## config.mk

```make
export PLATFORM = sky130hd
export DESIGN_NAME = i2c_config_sequencer_flat
export DESIGN_NICKNAME = d
export VERILOG_FILES = /design/src/rtl/i2c_config_sequencer_if.sv /design/src/rtl/i2c_config_sequencer.sv /design/src/flat_wrapper.sv
export SDC_FILE = /design/constraint.sdc
export NUM_CORES = 1
export LEC_CHECK = 0
export ABC_AREA = 0
export CELL_PAD_IN_SITES_DETAIL_PLACEMENT = 1
export CELL_PAD_IN_SITES_GLOBAL_PLACEMENT = 1
export CORE_MARGIN = 2
export CORE_UTILIZATION = 25
export DETAILED_ROUTE_END_ITERATION = 10
export PLACE_DENSITY_LB_ADDON = 0.1
export SKIP_LAST_GASP = 1
export SLEW_MARGIN = 20
export SYNTH_ARGS = -nofsm -noshare
export SYNTH_HDL_FRONTEND = slang
export SYNTH_SLANG_ARGS = --single-unit
```

## constraint.sdc

```tcl
create_clock -name refClock -period 4.5 [get_ports refClock]
set_clock_uncertainty 0.2 [all_clocks]
set_input_delay 0.45 -clock refClock [delete_from_list [all_inputs] [get_ports refClock]]
set_output_delay 0.45 -clock refClock [all_outputs]
set_load 0.02 [all_outputs]
```

## src/rtl/i2c_config_sequencer_if.sv

```systemverilog
// Bundle between the config sequencer, its register table and the I2C write engine.
// master: the sequencer side; slave: the table, the engine and the top-level status consumer.
// Signal names follow the HDMI top level they connect to.
interface i2c_config_sequencer_if #(
  parameter int IDX_W = 5
);
  logic             start;
  logic [IDX_W-1:0] tableIndex;
  logic [23:0]      tableData;
  logic [23:0]      i2cData;
  logic             i2cGo;
  logic             i2cComplete;
  logic             busy;
  logic             configDone;
  logic             configError;
  logic [IDX_W-1:0] errorIndex;

  modport master (
    input  start, tableData, i2cComplete,
    output tableIndex, i2cData, i2cGo, busy, configDone, configError, errorIndex
  );

  modport slave (
    output start, tableData, i2cComplete,
    input  tableIndex, i2cData, i2cGo, busy, configDone, configError, errorIndex
  );
endinterface

```

## src/rtl/i2c_config_sequencer.sv

```systemverilog
// Walks a register table through the I2C write engine after power-up or on start.
// Go asserts 2 cycles after start; each entry costs engine time + 3 + GAP_CYCLES + 2.
// Engine backpressure is the go/complete handshake, guarded by a timeout with bounded retries.
module i2c_config_sequencer #(
  parameter int NUM_ENTRIES    = 31,
  parameter int IDX_W          = 5,
  parameter int STARTUP_CYCLES = 1000000,
  parameter int TIMEOUT_CYCLES = 50000,
  parameter int GAP_CYCLES     = 500,
  parameter int MAX_RETRY      = 3,
  parameter int CNT_W          = 24
) (
  input logic                   refClock,
  input logic                   reset,
  i2c_config_sequencer_if.master bus
);

  localparam int RTY_W = (MAX_RETRY < 1) ? 1 : $clog2(MAX_RETRY + 1);

  localparam logic [CNT_W-1:0] STARTUP_LAST = CNT_W'(STARTUP_CYCLES - 1);
  localparam logic [CNT_W-1:0] TIMEOUT_LAST = CNT_W'(TIMEOUT_CYCLES - 1);
  localparam logic [CNT_W-1:0] GAP_LAST     = CNT_W'(GAP_CYCLES - 1);
  localparam logic [IDX_W-1:0] IDX_LAST     = IDX_W'(NUM_ENTRIES - 1);
  localparam logic [RTY_W-1:0] RETRY_LAST   = RTY_W'(MAX_RETRY);

  typedef enum logic [3:0] {
    S_STARTUP,
    S_IDLE,
    S_LOAD,
    S_REQ,
    S_RELEASE,
    S_RETRY,
    S_BACKOFF,
    S_GAP,
    S_DONE,
    S_ERROR
  } state_t;

  state_t           state_q;
  logic [CNT_W-1:0] cnt_q;
  logic [CNT_W-1:0] cnt_d;
  logic [RTY_W-1:0] retry_q;
  logic [IDX_W-1:0] idx_q;
  logic [23:0]      data_q;
  logic             go_q;
  logic             busy_q;
  logic             done_q;
  logic             err_q;
  logic [IDX_W-1:0] err_idx_q;
  logic             cs1_q;
  logic             cs2_q;
  logic             cs3_q;
  logic             c_rise;

  // Shared delay/timeout counter never wraps; it sticks at all-ones.
  assign cnt_d  = (&cnt_q) ? cnt_q : cnt_q + 1'b1;
  assign c_rise = cs2_q & ~cs3_q;

  // Complete comes from the slower engine domain: two-flop sync plus an edge-detect flop.
  always_ff @(posedge refClock) begin
    if (reset) begin
      cs1_q <= 1'b0;
      cs2_q <= 1'b0;
      cs3_q <= 1'b0;
    end else begin
      cs1_q <= bus.i2cComplete;
      cs2_q <= cs1_q;
      cs3_q <= cs2_q;
    end
  end

  // Sequencer FSM with all outputs registered.
  always_ff @(posedge refClock) begin
    if (reset) begin
      state_q   <= S_STARTUP;
      cnt_q     <= '0;
      retry_q   <= '0;
      idx_q     <= '0;
      data_q    <= '0;
      go_q      <= 1'b0;
      busy_q    <= 1'b0;
      done_q    <= 1'b0;
      err_q     <= 1'b0;
      err_idx_q <= '0;
    end else begin
      case (state_q)
        S_STARTUP: begin
          if (cnt_q == STARTUP_LAST) begin
            state_q <= S_LOAD;
            idx_q   <= '0;
            retry_q <= '0;
            busy_q  <= 1'b1;
          end else begin
            cnt_q <= cnt_d;
          end
        end
        S_IDLE: begin
          busy_q <= 1'b0;
          if (bus.start) begin
            state_q   <= S_LOAD;
            idx_q     <= '0;
            retry_q   <= '0;
            busy_q    <= 1'b1;
            done_q    <= 1'b0;
            err_q     <= 1'b0;
            err_idx_q <= '0;
          end
        end
        S_LOAD: begin
          data_q  <= bus.tableData;
          cnt_q   <= '0;
          go_q    <= 1'b1;
          state_q <= S_REQ;
        end
        S_REQ: begin
          // Only a fresh rising edge counts, so a complete level left over from an
          // earlier frame cannot finish this one.
          if (c_rise) begin
            go_q    <= 1'b0;
            state_q <= S_RELEASE;
          end else if (cnt_q == TIMEOUT_LAST) begin
            go_q    <= 1'b0;
            state_q <= S_RETRY;
          end else begin
            cnt_q <= cnt_d;
          end
        end
        S_RELEASE: begin
          // Hold off until the engine has dropped complete, so it is idle before the next go.
          if (!cs2_q) begin
            cnt_q   <= '0;
            state_q <= S_GAP;
          end
        end
        S_RETRY: begin
          if (retry_q == RETRY_LAST) begin
            state_q <= S_ERROR;
          end else begin
            retry_q <= retry_q + 1'b1;
            cnt_q   <= '0;
            state_q <= S_BACKOFF;
          end
        end
        S_BACKOFF: begin
          if (cnt_q == GAP_LAST) begin
            state_q <= S_LOAD;
          end else begin
            cnt_q <= cnt_d;
          end
        end
        S_GAP: begin
          if (cnt_q == GAP_LAST) begin
            if (idx_q == IDX_LAST) begin
              state_q <= S_DONE;
            end else begin
              idx_q   <= idx_q + 1'b1;
              retry_q <= '0;
              state_q <= S_LOAD;
            end
          end else begin
            cnt_q <= cnt_d;
          end
        end
        S_DONE: begin
          done_q  <= 1'b1;
          busy_q  <= 1'b0;
          state_q <= S_IDLE;
        end
        S_ERROR: begin
          err_q     <= 1'b1;
          err_idx_q <= idx_q;
          busy_q    <= 1'b0;
          state_q   <= S_IDLE;
        end
        default: begin
          go_q    <= 1'b0;
          state_q <= S_STARTUP;
        end
      endcase
    end
  end

  assign bus.tableIndex  = idx_q;
  assign bus.i2cData     = data_q;
  assign bus.i2cGo       = go_q;
  assign bus.busy        = busy_q;
  assign bus.configDone  = done_q;
  assign bus.configError = err_q;
  assign bus.errorIndex  = err_idx_q;

endmodule

```

## src/flat_wrapper.sv

```systemverilog
// flat-port wrapper written by rule: the top's interface ports become plain ports
module i2c_config_sequencer_flat 
#(
  parameter int NUM_ENTRIES    = 31,
  parameter int IDX_W          = 5,
  parameter int STARTUP_CYCLES = 1000000,
  parameter int TIMEOUT_CYCLES = 50000,
  parameter int GAP_CYCLES     = 500,
  parameter int MAX_RETRY      = 3,
  parameter int CNT_W          = 24
)
  (refClock, reset, bus_start, bus_tableData, bus_i2cComplete, bus_tableIndex, bus_i2cData, bus_i2cGo, bus_busy, bus_configDone, bus_configError, bus_errorIndex);
  i2c_config_sequencer_if #(.IDX_W(IDX_W)) bus_i ();
  input logic refClock;
  input logic reset;
  input wire logic [$bits(bus_i.start)-1:0] bus_start;
  input wire logic [$bits(bus_i.tableData)-1:0] bus_tableData;
  input wire logic [$bits(bus_i.i2cComplete)-1:0] bus_i2cComplete;
  output wire logic [$bits(bus_i.tableIndex)-1:0] bus_tableIndex;
  output wire logic [$bits(bus_i.i2cData)-1:0] bus_i2cData;
  output wire logic [$bits(bus_i.i2cGo)-1:0] bus_i2cGo;
  output wire logic [$bits(bus_i.busy)-1:0] bus_busy;
  output wire logic [$bits(bus_i.configDone)-1:0] bus_configDone;
  output wire logic [$bits(bus_i.configError)-1:0] bus_configError;
  output wire logic [$bits(bus_i.errorIndex)-1:0] bus_errorIndex;
  assign bus_i.start = bus_start;
  assign bus_i.tableData = bus_tableData;
  assign bus_i.i2cComplete = bus_i2cComplete;
  assign bus_tableIndex = bus_i.tableIndex;
  assign bus_i2cData = bus_i.i2cData;
  assign bus_i2cGo = bus_i.i2cGo;
  assign bus_busy = bus_i.busy;
  assign bus_configDone = bus_i.configDone;
  assign bus_configError = bus_i.configError;
  assign bus_errorIndex = bus_i.errorIndex;
  i2c_config_sequencer #(.NUM_ENTRIES(NUM_ENTRIES), .IDX_W(IDX_W), .STARTUP_CYCLES(STARTUP_CYCLES), .TIMEOUT_CYCLES(TIMEOUT_CYCLES), .GAP_CYCLES(GAP_CYCLES), .MAX_RETRY(MAX_RETRY), .CNT_W(CNT_W)) u_core (.refClock(refClock), .reset(reset), .bus(bus_i));
endmodule
```

==> impl_metrics.ini <==
[synth]
syn_avg_cell_area_um2 = 7.80
ys_ff_latch = 71
synth_ff_type = dfxtp_1
synth_top_area_share_pct = 39.2
synth_edf_count = 0
synth-warning-count = 0
ys_seq_area_share_pct = 39.2
syn-instance-count = 465
synthesis.nets = 497
yosysTopAreaCell = dfxtp_1
synth_area_leaders = dfxtp_1, nand2_1, a21oi_1
ys_types = 60
syn_area_mm2 = 0.00363
synth-async-reset-ratio_pct = 0

[worst_setup_path]
critPathMaxStageDelay_ns = 0.66
cp-start-kind = flip-flop
timing.rr.start = u_core.cnt_q[0]
path_max_fanout = 14
crit_path_end_kind = flip-flop
cp_num_buf_inv = 1
cp-startpoint = u_core.cnt_q[0]
cpMaxStageDelayCell = nor4_2
crit_chain = ha_1 > nand3_1 > nor4_2 > or4bb_1 > nand3_1 > nor3_1 > buf_4 > a41o_1
crit_family = simple AND/OR/NAND/NOR gates
critPathArrivalTime_ns = 3.37
crit_path_frequent_cell = nand3_1
required_ns = 4.53
worstSetupPathType = flip-flop to flip-flop

[sta]
maxSlewViolCount = 0
rsz0062_at_grt = false
hold_ws_ns = 0.245
worstMarginPinSlew_ns = 0.943
finalSetupViolations = 0
setup_tns_ns = 0
hold_viol_final = 0
max_freq_mhz = 300
finalCritPeriodShare_pct = 74.1
slew_headroom_pct = 36.6
post-route-min-period_ns = 3.34

[grt]
track_usage_pct = 15.9
grt_pass1_vias = 3762
grt_max_degree = 71
antenna_found_initial = 0
grt_overflow = 0
grt_pass1_wl_mm = 19.8

[floorplan]
core_mm2 = 0.0144
dieArea_mm2 = 0.0155
dieWidth_um = 124
chipHeight_um = 124
row_count = 44
pin_count = 66
start_util_pct = 25.2

[route]
ant_nets = 0
drt-initial-drc-count = 181
routed-via-count = 3635
route.detailed.drc = 0
via_per_inst = 5.19
wl_per_cell_um = 17.0
dr.pass1.iters = 4
drt-total-wl_mm = 11.9

[clock_tree]
ctsResizeCount = 0
cts_made_buffers = 9
clk_pin_slew_worst_paths_ns = 0.06
cts_tree = built
ctsHoldBuffers = 0
root_buffer = clkbuf_16
postCtsSetupBuffers = 0
cts-htree-levels = 3
worstSkewPairLatency_ns = 0.34
clock_sinks = 71
clk_path_buf_depth = 2

[cells_and_area]
layout_commonest_cell = nand2_1
synthToLayoutAreaGrowth_pct = 28.9
drive_above_1_share_pct = 6.00
final_cells = 701
fin_nets = 544
final_cell_mix = nand2_1, dfxtp_1, clkdlybuf4s50_1, a21oi_1, nor2_1
n_antenna_cell = 0

[power]
p_per_area_mw_per_mm2 = 410
ir_drop_uv = 153
p_leak_nw = 1.54

[run_status]
status = finished clean

[min_path]
hp-start = u_core.bus.busy
hold_path.class = flip-flop to flip-flop

[place]
place.gp.congestion = 0.802
hpwl_mm = 8.12
port_buffers = 65
place_inst = 685

[flow_run]
maxCapViolCount = 0
## path summary, 6_finish.rpt
path / end / cells after the start / slack (ns)
min: u_core.bus.busy / 2 / 0.24
max reg2reg: u_core.cnt_q[21] / 8 / 1.16
max: u_core.cnt_q[21] / 8 / 1.16
min reg2reg: u_core.bus.busy / 2 / 0.24
## metrics by stage
| step | setup WS, ns | area, um2 | total power [mW] | utilization, % |
|---|---|---|---|---|
| final | 1.16 | 4680 | 1.92 | 32.5 |
| after global routing | 0.943 | 4680 | 2.04 | 32.5 |
| after CTS | 1.13 | 4680 | 1.96 | 32.5 |
| after detailed placement | 1.16 | 4400 | 1.27 | 30.6 |
| after global placement | 1.22 | 4400 | 1.26 | 30.6 |
| after floorplan | 1.82 | 3630 | 1.07 | - |
## metal layers
layer / vias to the layer above / routed length (um) / global-route usage, %
met5: - / 0 / 0
met4: 0 / 197 / 5.95
met3: 13 / 314 / 2.79
met2: 51 / 5750 / 26.7
met1: 1776 / 5670 / 20.2
li1: 1795 / - / -
## worst min-delay path, stage by stage (launching register included)
cell and delay, ns:
dfxtp_1 0.31, inv_1 0.05, a21oi_1 0.05
## layout make-up
type	count	area (um2)
flip-flops and latches	71	1420
multi-input cells	347	2010
repair buffers	71	691
inverters	12	45.0
fillers	1690	9690
clock buffers	11	243
clock inverters	5	33.8
well taps	184	230
## cell families (layout without fill, tap and decap cells)
family	count (synthesis)	count (layout)	share of synthesized area, %
simple gates	216	216	31.0
compound gates	126	126	22.6
flops	71	71	39.2
buf+inv	47	99	5.48
fa+ha+maj	4	4	1.38
mux	1	1	0.310
## cells in the mapped netlist (3+ instances only)
library cell and count:
nand2_1 79, dfxtp_1 71, a21oi_1 50, nor2_1 31
clkbuf_1 27, o21ai_0 18, nand3_1 17, nor3_1 14
nand4_1 13, a32o_1 12, inv_1 12, nor2b_1 11
nor4_1 8, and3_1 7, buf_2 6, a22oi_1 5
nor3b_1 5, a311oi_1 4, ha_1 4, nand2b_1 4
o211ai_1 4, a211oi_1 3, a31oi_1 3, and4_1 3
o21a_1 3, o22ai_1 3, o31ai_1 3
## registers in the layout, indices dropped and copies added (netlist names)
name and cells:
u_core.bus.busy 1, u_core.bus.i2cGo 1, u_core.bus.i2cData 24, u_core.cs1_q 1, u_core.retry_q 2, u_core.cs3_q 1, u_core.bus.tableIndex 5, u_core.cnt_q 24
u_core.bus.configError 1, u_core.bus.errorIndex 5, u_core.bus.configDone 1, u_core.state_q 4, u_core.cs2_q 1
## power by group
part	internal, mW	switching [mW]	leakage (nW)
logic	0.201	0.332	0.840
clock network	0.387	0.282	0.132
registers	0.677	0.0374	0.573
(Power assumes the default switching activity.)
==> edit 1 (config.mk and constraints unchanged) <==
`IDX_W` is set to 5 in 3 places; all go to 4.
--- a/src/rtl/i2c_config_sequencer_if.sv
+++ b/src/rtl/i2c_config_sequencer_if.sv
@@ -4,3 +4,3 @@
 interface i2c_config_sequencer_if #(
-  parameter int IDX_W = 5
+  parameter int IDX_W = 4
 );
--- a/src/rtl/i2c_config_sequencer.sv
+++ b/src/rtl/i2c_config_sequencer.sv
@@ -5,3 +5,3 @@
   parameter int NUM_ENTRIES    = 31,
-  parameter int IDX_W          = 5,
+  parameter int IDX_W          = 4,
   parameter int STARTUP_CYCLES = 1000000,
--- a/src/flat_wrapper.sv
+++ b/src/flat_wrapper.sv
@@ -4,3 +4,3 @@
   parameter int NUM_ENTRIES    = 31,
-  parameter int IDX_W          = 5,
+  parameter int IDX_W          = 4,
   parameter int STARTUP_CYCLES = 1000000,
Interface: changed (resized bus_errorIndex and bus_tableIndex); port bits go from 66 to 64. The function was not compared with the original's and may differ.
==> edit 1 against the original RTL <==
Via count decreased by 0.30%; global-route usage grew 0.17 points; setup slack gained 0.22 ns; sequential share of layout area shrank 1.0 points; critical path depth down 1; synthesized area down 0.14%; final area is 0.54% higher; routed wire length increased by 1.3%; sequential cell count is 2 lower; power up 1.5%; utilization up 0.93 points; largest cell class unchanged.
==> edit 1: results (changes against the original RTL) <==
outcome:
  outcome: "completed"  # unchanged
layout:
  clk_share: 0.0764  # was 0.0591
  drive_gt1_frac: 0.0881  # was 0.0600
  diodes: 0  # unchanged
  final_cells: 691  # was 701
  multi_input_cells: 347  # unchanged
  inverters: 10  # was 12
  sh_seq_area: 0.294  # was 0.304
  utilization: 0.335  # was 0.325
  nFlopsAndLatches: 69  # was 71
  multi_input_area_share: 0.431  # was 0.430
  final-nonclk-buf-share: 0.143  # was 0.148
  nNetsFinal: 538  # was 544
  n_all_buffers: 69  # was 71
  fill_cells: 1674  # was 1690
place:
  postPlaceCellArea_mm2: 0.00434  # was 0.00440 mm2
  dp.cells: 675  # was 685
  place.port_buffers: 63  # was 65
  hpwl_mm: 8.17  # was 8.12 mm
  finalWeightedCongestion: 0.784  # was 0.802
power_and_ir_drop:
  peakVddDrop_v: 0.000153  # about the same
  switching_power_uw: 564  # was 652 uW
  p_leak_nw: 1.61  # was 1.54 nW
synthesis:
  yosys-top-cells-area: "dfxtp_1 (38%), nand2_1 (7.3%), a21oi_1 (6.9%)"  # was dfxtp_1 (39%), nand2_1 (8.2%), a21oi_1 (6.9%)
  yosys.cell_types.count: 71  # was 60
  syn_avg_cell_area_um2: 7.87  # was 7.80 um2
  ys.warnings.count: 0  # unchanged
  ys_top_cells_by_count: "nand2_1 (70), dfxtp_1 (69), a21oi_1 (50)"  # was nand2_1 (79), dfxtp_1 (71), a21oi_1 (50)
  syn-num-nets: 492  # was 497
  ys_seq_area_frac: 0.381  # was 0.392
detailed_routing:
  num_vias: 3624  # was 3635
  initialDrtViolationCount: 232  # was 181
  wl_per_cell_um: 17.5  # was 17.0 um
hold_path:
  hold_path_end: "u_core.cs2_q"  # was u_core.bus.busy
  holdPathStages: 1  # was 2
  worstHoldStart: "u_core.cs1_q"  # was u_core.bus.busy
sta:
  holdWs_ns: 0.229  # was 0.245 ns
  min_period_ns: 3.12  # was 3.34 ns
  tightest_slew_ns: 0.905  # was 0.943 ns
global_routing:
  grt_pass1_vias: 3779  # was 3762
  antenna_found_initial: 0  # unchanged
  grt_max_degree: 40  # was 71
  grt_pass1_wl_mm: 20.3  # was 19.8 mm
  grt_util_all_layers: 0.160  # was 0.159
clocking:
  postCtsHoldBufs: 0  # unchanged
  cts.htree.levels: 3  # unchanged
floorplanning:
  chipWidth_um: 124  # about the same
worst_setup_path:
  reg2reg_depth: 7  # was 8
  cp_slowest_cell: "or4_1"  # was nor4_2
  reg2reg_slack_ns: 1.38  # was 1.16 ns
  crit_fanout: 16  # was 14
  worst_path_largest_cell_delay_ns: 0.63  # was 0.66 ns
  cp.arrival_ns: 3.15  # was 3.37 ns
-- edit 1: power by group through the flow --
stage	clock network (mW)	registers, mW	logic (mW)
6_report	0.862	0.688	0.396
3_5_place_dp	0	0.701	0.400
4_1_cts	0.885	0.688	0.404
2_1_floorplan	0	0.726	0.216
5_1_grt	0.914	0.694	0.443
3_3_place_gp	0	0.698	0.400
-- edit 1: layer usage --
| metal | track usage | share of wire |
|---|---|---|
| met1 | 0.206 | 0.49 |
| met2 | 0.257 | 0.46 |
| met3 | 0.0584 | 0.048 |
| met4 | 0.0383 | 0.0092 |
| met5 | 0 | 0 |
-- edit 1: logic make-up after synthesis --
family | after synthesis | synth area share
AND/OR/NAND/NOR | 207 | 0.295
flip-flops | 69 | 0.381
adder cells (fa/ha/maj) | 4 | 0.0138
XOR/XNOR | 1 | 0.00242
AO/OA/AOI/OAI | 133 | 0.241
multiplexers | 2 | 0.00587
buffers and inverters | 44 | 0.0604
==> edit 2 (same flow settings) <==
Without the edit above. The 10 states of `state_t` get a one-hot encoding in 10 bits.
--- a/src/rtl/i2c_config_sequencer.sv
+++ b/src/rtl/i2c_config_sequencer.sv
@@ -25,13 +25,13 @@
 
-  typedef enum logic [3:0] {
-    S_STARTUP,
-    S_IDLE,
-    S_LOAD,
-    S_REQ,
-    S_RELEASE,
-    S_RETRY,
-    S_BACKOFF,
-    S_GAP,
-    S_DONE,
-    S_ERROR
+  typedef enum logic [9:0] {
+    S_STARTUP = 10'b0000000001,
+    S_IDLE    = 10'b0000000010,
+    S_LOAD    = 10'b0000000100,
+    S_REQ     = 10'b0000001000,
+    S_RELEASE = 10'b0000010000,
+    S_RETRY   = 10'b0000100000,
+    S_BACKOFF = 10'b0001000000,
+    S_GAP     = 10'b0010000000,
+    S_DONE    = 10'b0100000000,
+    S_ERROR   = 10'b1000000000
   } state_t;
Formal check against the unedited RTL: same outputs for any inputs over 10 cycles, from zero or initial values and one cycle with reset high; not proved beyond that.
==> edit 2 against the original RTL <==
Via count increased by 4.9%; largest cell class unchanged; synthesized cell count grew 4.3%; synthesized area up 10%; highest routed layer unchanged; critical path depth stayed put; setup slack improved by 0.13 ns; power grew 10%; critical path type unchanged; final area rose by 9.8%; non-clock buffer count is 2 lower; sequential cell count rose by 6; hold slack worse by 0.0058 ns; routed wire length increased by 5.9%.
==> edit 2: results (changes against the original RTL) <==
hold_path:
  worstHoldStart: "u_core.cs1_q"  # was u_core.bus.busy
  hold_path_end: "u_core.cs2_q"  # was u_core.bus.busy
  holdPathStages: 1  # was 2
layout:
  drive_gt1_frac: 0.0943  # was 0.0600
  nNetsFinal: 568  # was 544
detailed_routing:
  num_vias: 3812  # was 3635
  wl_met1_mm: 5.92  # was 5.67 mm
  vias_per_cell: 5.04  # was 5.19
place:
  dp.cells: 741  # was 685
  dp_slack_ns: 1.28  # was 1.16 ns
  hpwl_mm: 8.94  # was 8.12 mm
global_routing:
  groute.layer.met2.usage: 0.252  # was 0.267
  grt_pass1_wl_mm: 20.0  # was 19.8 mm
  grtUsageMet3: 0.0267  # was 0.0279
  grt_pass1_vias: 3743  # was 3762
outcome:
  outcome: "completed"  # unchanged
synthesis:
  ys_top_cells_by_count: "nand2_1 (90), dfxtp_1 (77), a21oi_1 (47)"  # was nand2_1 (79), dfxtp_1 (71), a21oi_1 (50)
  yosys.cell_types.count: 68  # was 60
  syn-num-nets: 517  # was 497
  ys_seq_area_frac: 0.386  # was 0.392
power_and_ir_drop:
  p_leak_nw: 1.72  # was 1.54 nW
  peakVddDrop_v: 0.000168  # was 0.000153 V
sta:
  tightest_slew_ns: 0.928  # was 0.943 ns
worst_setup_path:
  regToRegEndpoint: "u_core.cnt_q[6]"  # was u_core.cnt_q[21]
  cp.arrival_ns: 3.24  # was 3.37 ns
  crit_fanout: 27  # was 14
  cp_slowest_cell: "dfxtp_1"  # was nor4_2
==> edit 2: kinds of logic (layout without fill, tap and decap cells) <==
group,count (synthesis),in the layout,synth area share
AO/OA/AOI/OAI,128,128,0.229
XOR/XNOR,7,7,0.0154
adder cells (fa/ha/maj),4,4,0.0125
buffers and inverters,38,94,0.0442
flip-flops,77,77,0.386
multiplexers,1,1,0.00251
AND/OR/NAND/NOR,230,230,0.310
==> edit 2: where the power goes <==
group          leakage [nW]  internal [mW]  total [mW]  switching (mW)
Clock                 0.152          0.502       0.798           0.296
Sequential            0.621          0.711       0.750          0.0390
Combinational         0.944          0.190       0.561           0.371
Total                  1.72           1.40        2.11           0.706
==> edit 2: how the worst max path moves through the flow <==
stage / start / cells past startpoint / slack (ns) / to
3_5_place_dp: u_core.state_q[3] / 8 / 1.28 / u_core.cnt_q[19]
3_3_place_gp: u_core.state_q[3] / 8 / 1.38 / u_core.cnt_q[6]
2_1_floorplan: u_core.state_q[4] / 9 / 2.05 / u_core.cnt_q[6]
6_report: u_core.state_q[3] / 8 / 1.29 / u_core.cnt_q[6]
4_1_cts: u_core.state_q[3] / 8 / 1.28 / u_core.cnt_q[6]
5_1_grt: u_core.state_q[3] / 8 / 0.98 / u_core.cnt_q[6]
==> edit 2: layout make-up <==
type / instances / area [um2]
Fill cell: 1893 / 10600
Multi-Input combinational cell: 370 / 2280
Sequential cell: 77 / 1540
Timing Repair Buffer: 69 / 683
Tap cell: 216 / 270
Clock buffer: 11 / 243
Clock inverter: 5 / 83.8
Inverter: 9 / 33.8
==> edit 2: worst reg2reg max path, stage by stage, from the launching register on <==
cell	delay (ns)
dfxtp_1	0.59
nor2_2	0.19
and4_1	0.27
a2bb2o_1	0.29
a211oi_1	0.32
nand3_2	0.11
buf_4	0.24
nand4b_4	0.51
o41ai_1	0.40
